File: src/rtl/pad_filter_pkg.sv
// Shared types and default parameters for the pad input filter.
// Imported by the filter top level and by the testbench.
package pad_filter_pkg;

  localparam int unsigned DEF_CNT_WIDTH   = 16;
  localparam int unsigned DEF_SYNC_STAGES = 2;

  typedef enum logic {
    STABLE  = 1'b0,
    PENDING = 1'b1
  } pad_filter_state_e;

endpackage

File: src/rtl/pad_sync.sv
// CDC synchroniser: a SYNC_STAGES-deep flop chain for one asynchronous bit.
// This is the only place the raw pad value is sampled; the chain resets to 0.
module pad_sync #(
  parameter int unsigned SYNC_STAGES = 2
) (
  input  logic clk_i,
  input  logic rst_ni,
  input  logic d_i,
  output logic q_o
);

  logic [SYNC_STAGES-1:0] sync_q;
  logic [SYNC_STAGES-1:0] sync_d;

  always_comb begin
    sync_d = {sync_q[SYNC_STAGES-2:0], d_i};
  end

  always_ff @(posedge clk_i or negedge rst_ni) begin
    if (!rst_ni) begin
      sync_q <= '0;
    end else begin
      sync_q <= sync_d;
    end
  end

  assign q_o = sync_q[SYNC_STAGES-1];

endmodule

File: src/rtl/pad_input_filter.sv
// Synchronises, debounces and edge-detects one pad input, producing a clean
// level, single-cycle edge pulses and a sticky interrupt.
module pad_input_filter
  import pad_filter_pkg::*;
#(
  parameter int unsigned CNT_WIDTH   = DEF_CNT_WIDTH,
  parameter int unsigned SYNC_STAGES = DEF_SYNC_STAGES
) (
  input  logic                 clk_i,
  input  logic                 rst_ni,
  input  logic                 pad_in_i,
  input  logic                 en_i,
  input  logic [CNT_WIDTH-1:0] threshold_i,
  input  logic                 rise_en_i,
  input  logic                 fall_en_i,
  input  logic                 clr_i,
  output logic                 level_o,
  output logic                 rise_o,
  output logic                 fall_o,
  output logic                 irq_o
);

  logic s;

  pad_sync #(
    .SYNC_STAGES(SYNC_STAGES)
  ) u_pad_sync (
    .clk_i (clk_i),
    .rst_ni(rst_ni),
    .d_i   (pad_in_i),
    .q_o   (s)
  );

  pad_filter_state_e    state_q, state_d;
  logic [CNT_WIDTH-1:0] cnt_q, cnt_d;
  logic                 level_q, level_d;
  logic                 rise_q, rise_d;
  logic                 fall_q, fall_d;
  logic                 pend_q, pend_d;
  logic                 accept;

  always_comb begin
    state_d = state_q;
    cnt_d   = cnt_q;
    accept  = 1'b0;

    if (!en_i) begin
      // Bypass: any pending count is discarded and a difference is taken now.
      state_d = STABLE;
      cnt_d   = '0;
      accept  = (s != level_q);
    end else begin
      case (state_q)
        STABLE: begin
          cnt_d = '0;
          if (s != level_q) begin
            if (threshold_i == '0) begin
              accept = 1'b1;
            end else begin
              state_d = PENDING;
              cnt_d   = CNT_WIDTH'(1);
            end
          end
        end
        PENDING: begin
          if (s == level_q) begin
            state_d = STABLE;
            cnt_d   = '0;
          end else if (cnt_q >= threshold_i) begin
            // >= lets a lowered threshold take effect mid-count.
            accept  = 1'b1;
            state_d = STABLE;
            cnt_d   = '0;
          end else begin
            cnt_d = cnt_q + CNT_WIDTH'(1);
          end
        end
        default: begin
          state_d = STABLE;
          cnt_d   = '0;
        end
      endcase
    end

    level_d = accept ? s : level_q;
    rise_d  = accept & s;
    fall_d  = accept & ~s;
    // A new set beats a simultaneous clear.
    pend_d  = (rise_q & rise_en_i) | (fall_q & fall_en_i) | (pend_q & ~clr_i);
  end

  always_ff @(posedge clk_i or negedge rst_ni) begin
    if (!rst_ni) begin
      state_q <= STABLE;
      cnt_q   <= '0;
      level_q <= 1'b0;
      rise_q  <= 1'b0;
      fall_q  <= 1'b0;
      pend_q  <= 1'b0;
    end else begin
      state_q <= state_d;
      cnt_q   <= cnt_d;
      level_q <= level_d;
      rise_q  <= rise_d;
      fall_q  <= fall_d;
      pend_q  <= pend_d;
    end
  end

  assign level_o = level_q;
  assign rise_o  = rise_q;
  assign fall_o  = fall_q;
  assign irq_o   = pend_q;

endmodule

File: config.mk
export PLATFORM = sky130hd
export DESIGN_NAME = pad_input_filter
export DESIGN_NICKNAME = d
export VERILOG_FILES = /design/src/rtl/pad_filter_pkg.sv /design/src/rtl/pad_sync.sv /design/src/rtl/pad_input_filter.sv
export SDC_FILE = /design/constraint.sdc
export NUM_CORES = 1
export LEC_CHECK = 0
export BUFFER_PORTS_ARGS = -buffer_cell sky130_fd_sc_hd__buf_2
export CORE_MARGIN = 5
export CORE_UTILIZATION = 58
export DETAILED_ROUTE_END_ITERATION = 7
export PLACE_DENSITY = 0.83
export SKIP_LAST_GASP = 1
export SYNTH_ARGS = -nofsm -noshare
export SYNTH_HDL_FRONTEND = slang
export SYNTH_SLANG_ARGS = --single-unit
File: constraint.sdc
create_clock -name clk_i -period 6.6 [get_ports clk_i]
set_input_delay 0.99 -clock clk_i [delete_from_list [all_inputs] [get_ports clk_i]]
set_output_delay 0.99 -clock clk_i [all_outputs]
set_load 0.02 [all_outputs]
# Word level (Yosys, flattened, before mapping)

Cells that the tools add are included.

Bits in latches: 0
Memories kept: 0
Register bits after elaboration: 23
Output and inout port bits: 4
Bits in read-only memories: 0
RAM bits: 0
Input port bits: 23

Reduce and logical (&&, ||, !) cells: 1
Equality and inequality tests: 2
Muxes and demuxes: 18
Add/sub/neg operators: 1
Shift operators: 0
Bitwise gates (word level): 10
Order comparisons: 1
Div/mod/pow operators: 0
Multiply operators: 0

Operator list:

| cell                                                             | number |
|---|---|
| 16-bit 2-to-1 mux                                                | 3 |
| 16-bit one-hot mux with 2 select lines                           | 1 |
| 16-bit by 1-bit adder with 16-bit output (second input constant) | 1 |
| 16-bit >= comparator                                             | 1 |
| 16-bit logical NOT                                               | 1 |
| 1-bit 2-to-1 mux                                                 | 12 |
| 1-bit bitwise AND                                                | 5 |
| 1-bit one-hot mux with 2 select lines                            | 2 |
| 1-bit NOT                                                        | 3 |
| 1-bit OR                                                         | 2 |
| 1-bit equality test                                              | 1 |
| 1-bit inequality test                                            | 1 |

# Longest topological paths before layout

Word-level depth: 6
Depth in mapped cells: 10
Gate-level depth less buffers: 8

# Modules after synthesis

From an unflattened synthesis, not the netlist that was laid out.

Cells, all modules: 150
Area, all modules: 1,416.4 um2

By module, submodules not included:

| module           | area an instance (um2) | cells each | times used |
|---|---|---|---|
| pad_input_filter | 1,366.3                | 148        | 1 |
| pad_sync         | 50.0                   | 2          | 1 |

# Worst setup path before layout

Ideal clock, no wire load.

Path kind: input to register
Start point: input port threshold_i[2]
End point: register level_q (netlist: level_o)
Buffers on the path: 0
Arrival: 2.626 ns
Cell stages on the path: 8
Slack: 3.850 ns
Cells stage by stage: inv_1 -> ha_1 -> a211o_1 -> a31oi_1 -> o221ai_1 -> a41o_1 -> a21boi_1 -> mux2_2

Cells in the longest elaborated chain, start to end: 5
Elaborated cells between the ends (all ways): 8
Classes of those cells: order compare: 1; mux: 6; reduce/logical: 1

Ends and longest elaborated chain:

| item                                                              | line                                           | RTL |
|---|---|---|
| start: declaration                                                | pad_input_filter.sv:13                         | `input logic [CNT_WIDTH-1:0] threshold_i,` |
| 16-bit >= comparator / 16-bit logical NOT (equally long branches) | pad_input_filter.sv:69, pad_input_filter.sv:57 |  |
| 1-bit 2-to-1 mux, on equally long branches                        | pad_input_filter.sv:69, pad_input_filter.sv:57 |  |
| 1-bit 2-to-1 mux, on equally long branches                        | pad_input_filter.sv:66, pad_input_filter.sv:56 |  |
| 1-bit one-hot mux with 2 select lines *                           | pad_input_filter.sv:53                         | `case (state_q)` |
| 1-bit 2-to-1 mux *                                                | pad_input_filter.sv:47                         | `if (!en_i) begin` |
| end signal: assignment                                            | pad_input_filter.sv:103                        | `level_q <= level_d;` |
| end: declaration                                                  | pad_input_filter.sv:36                         | `logic level_q, level_d;` |

Mark *: on every way between the ends. The rest lies on a longest branch, timed or not.
A chain may end at the register's enable or synchronous reset.

# Worst setup path in the final report

Same ends and word-level chain as after synthesis.

==> summary.md <==
| Metric | Value |
|---|---|
| Register area | 575.6 µm² |
| Post-synth EDFFs | 0 |
| Largest family of logic cells by synthesized area | simple AND/OR/NAND/NOR gates |
| Final hold vios | 0 |
| Synthesis-to-layout area growth | 12.19% |
| Logic depth of the worst path, buffers included | 9 |
| Multiplexer area fraction after synthesis | less than 1% |
| Worst-Skew Late Latency | ~0.3 ns |
| Largest incremental delay on the critical path | about 0.37 ns |
| Die Height | a little under 60 µm |
| # clock sinks | 23 |
| Num CTS Buffers | 3 |
| Max_slew headroom | between 60% and 70% |
| Max-cap viol count | 0 |
| Max Clk Rate | about 370 MHz |
| Drt pass-1 iters | 4 |
| Simple-gate share of the synthesized area | a little under 20% |
| #FFs+latches synth | 23 |
| Syn_nets | 190 |
| Worst path required time | between 6 and 7 ns |
| DIE AREA | between 3000 and 4000 µm² |
| R2R depth | 7 |
| Critical R2R Launch | cnt_q[2] |
| Gr usage total | 18.37% |
| Resized Gates After CTS | 0 |
| First-pass GRT wire length | just over 5000 µm |
| Post-synth ARST share | 100.0% |
| Routed Antenna Nets | 0 |
| WS Path Type | input port to flop |
| Most frequent cells in the layout | buf_2 (26), dfrtp_1 (23), nor2_1 (21), inv_1 (19), ha_1 (17) |
| Drc violations | 0 |
| Final design area excluding fillers | roughly 1600 µm² |
| Largest net degree at the start of global routing | 24 |
| Slowest cell on the critical path | mux2_2 |
| Initial antenna violation count | 0 |
| Antenna Cells | 0 |
| Critical Path AT | 2.90 ns |
| Hold Crit Class | flop to flop |
| Synth unique cells | 31 |
| Post-synthesis sequential area ratio | around two fifths |
| Drt via density | ~5.5 |
| Max rail drop VDD | ~0.00015 V |
| Min-delay src | u_pad_sync.sync_q[0] |
| I/O Buffers | 26 |
| Initial core utilization | approximately three fifths |
| CP max FO | 3 |
| Reg clk slew, reported paths | between 0.1 and 0.15 ns |
| Register-to-register setup slack | 4.24 ns |
| Least-Margin Pin Slew | roughly 0.50 ns |
| Post-CTS setup buffer count | 0 |
| Primary FF master, synth | dfrtp_1 |
| CP Capture Type | flop |
| CTS root buf | clkbuf_4 |
| # IOs | 27 |
| Routability cong. | 0.8147 |
| # setup viols final | 0 |
| Total Neg Setup Slack | 0 ns |
| Core box area | 2410 µm² |
| Critical R2R Capture | level_o |
| Yosys warnings | 0 |
| Worst Path Buf+Inv | 2 |
| Adder-cell share of the synthesized area | around 15% |
| Outcome | finished clean |
| Startpoint types | input port |
| Die width | between 50 and 60 µm |
| Multi-input gate area | 747.0 µm² |
| Slew Viols, Final | 0 |
| 1st-iter DRT viols | between 60 and 70 |
| Total number of vias | about 1100 |
| Min Tclk post-route | about 2.7 ns |
| Hold worst-path end | u_pad_sync.sync_q[1] |
| Placed Instance Area | ~1600 µm² |
| CP top delay family | compound AO/OA/AOI/OAI gates |
| Final HPWL DP | 2337 µm |
| Lkg Pwr | between 0.8 and 0.9 nW |
| Post-Synthesis Cells | 150 |
| Synth Area per Inst | approximately 9.4 µm² |
| Final worst-path cycle share | ~41% |
| Final nets | 219 |
| Share of cells above drive strength 1 | between 10% and 20% |
| CTS H-tree lvls | 1 |
| Cell Pwr Density | roughly 160 nW/µm² |
| Compound-gate portion of the synthesized area | roughly 8% |
| Worst Hold Depth | 0 |
| Clock tree from TritonCTS | done |
| Critical Path, Cell by Cell | buf_2, inv_1, ha_1, a211o_1, a31oi_1, o221ai_1, a41o_1, a21boi_1, mux2_2 |
| Std cell rows | 18 |
| Clock Tree Buf Depth | 2 |
| Total gr overflow | 0 |
| Synth Cell Area | roughly 1400 µm² |
| Final setup skew | 0.008561 ns |
| Vias in the first global route | approximately 1200 |
| Commonest non-fill, non-tap cell in the layout | buf_2 |
| Post-Synth XOR/XNOR Area | 9.276% |
| Final WL | roughly 2800 µm |
| Filler cells | around 200 |
| Cts hold-fix bufs | 0 |
| RSZ-0062 raised after global routing | false |
| Avg WL per Cell | between 10 and 15 µm |
[area by class of cell]
type / count / area share, %
multi-input combinational: 106 / 47.01
sequential: 23 / 36.22
timing repair buffer: 26 / 8.189
inverter: 19 / 4.488
tap: 30 / 2.362
clock buffer: 3 / 1.417
clock inverter: 1 / 0.3150
[worst max path at each step]
stage                    from      end  slack (ns)
3_3_place_gp   threshold_i[2]  level_o        3.67
4_1_cts        threshold_i[2]  level_o        3.92
6_report       threshold_i[2]  level_o        3.91
2_1_floorplan  threshold_i[2]  level_o        3.85
3_5_place_dp   threshold_i[2]  level_o        3.58
5_1_grt        threshold_i[2]  level_o        3.83
[state kept, by name, summed over array words and instances, names as in the netlist]
name and flops:
cnt_q 16, u_pad_sync.sync_q 2, fall_o 1, irq_o 1, level_o 1, rise_o 1, state_q 1
[cell usage after synthesis (3+ instances only)]
| master | instances | area (µm²) |
|---|---|---|
| xor2_1 | 11 | 96.34 |
| nand4_1 | 3 | 18.77 |
| dfrtp_1 | 23 | 575.6 |
| ha_1 | 17 | 212.7 |
| inv_1 | 19 | 71.32 |
| nor2_1 | 21 | 78.83 |
| xnor2_1 | 4 | 35.03 |
| and3_1 | 4 | 25.02 |
| a21oi_1 | 5 | 25.02 |
| nor4_1 | 4 | 25.02 |
| nand2_1 | 10 | 37.54 |
| nand3_1 | 5 | 25.02 |
[per-stage QoR]
stage / instances / utilization [%] / hold WS, ns / total power [mW] / worst slack, ns
after floorplan: 150 / - / 0.3312 / 0.1773 / 3.850
after global placement: 204 / 64.80 / 0.3415 / 0.1928 / 3.673
after detailed placement: 204 / 64.80 / 0.3647 / 0.1951 / 3.581
after CTS: 208 / 65.94 / 0.3941 / 0.2584 / 3.918
after global routing: 208 / 65.94 / 0.3990 / 0.2719 / 3.826
final: 208 / 65.94 / 0.3796 / 0.2553 / 3.910
[kinds of logic after synthesis]
family	count (synthesis)
AO/OA/AOI/OAI	16
XOR/XNOR	15
adder cells (fa/ha/maj)	17
buffers and inverters	21
flip-flops	23
multiplexers	1
AND/OR/NAND/NOR	57
[report_power, final]
part	total [mW]	internal (mW)	switching, mW
combinational	0.0410	0.0176	0.0234
sequential	0.151	0.146	0.00502
clock	0.0632	0.0226	0.0406
[routing by layer]
layer | global-route usage (%) | up-vias | part of all wire, %
li1 | - | 571 | -
met1 | 23.66 | 543 | 43
met2 | 32.14 | 27 | 51
met3 | 2.179 | 2 | 5.6
met4 | 5.178 | 0 | 0.28
met5 | 0 | - | 0
Power figures use the tool's default switching activity.
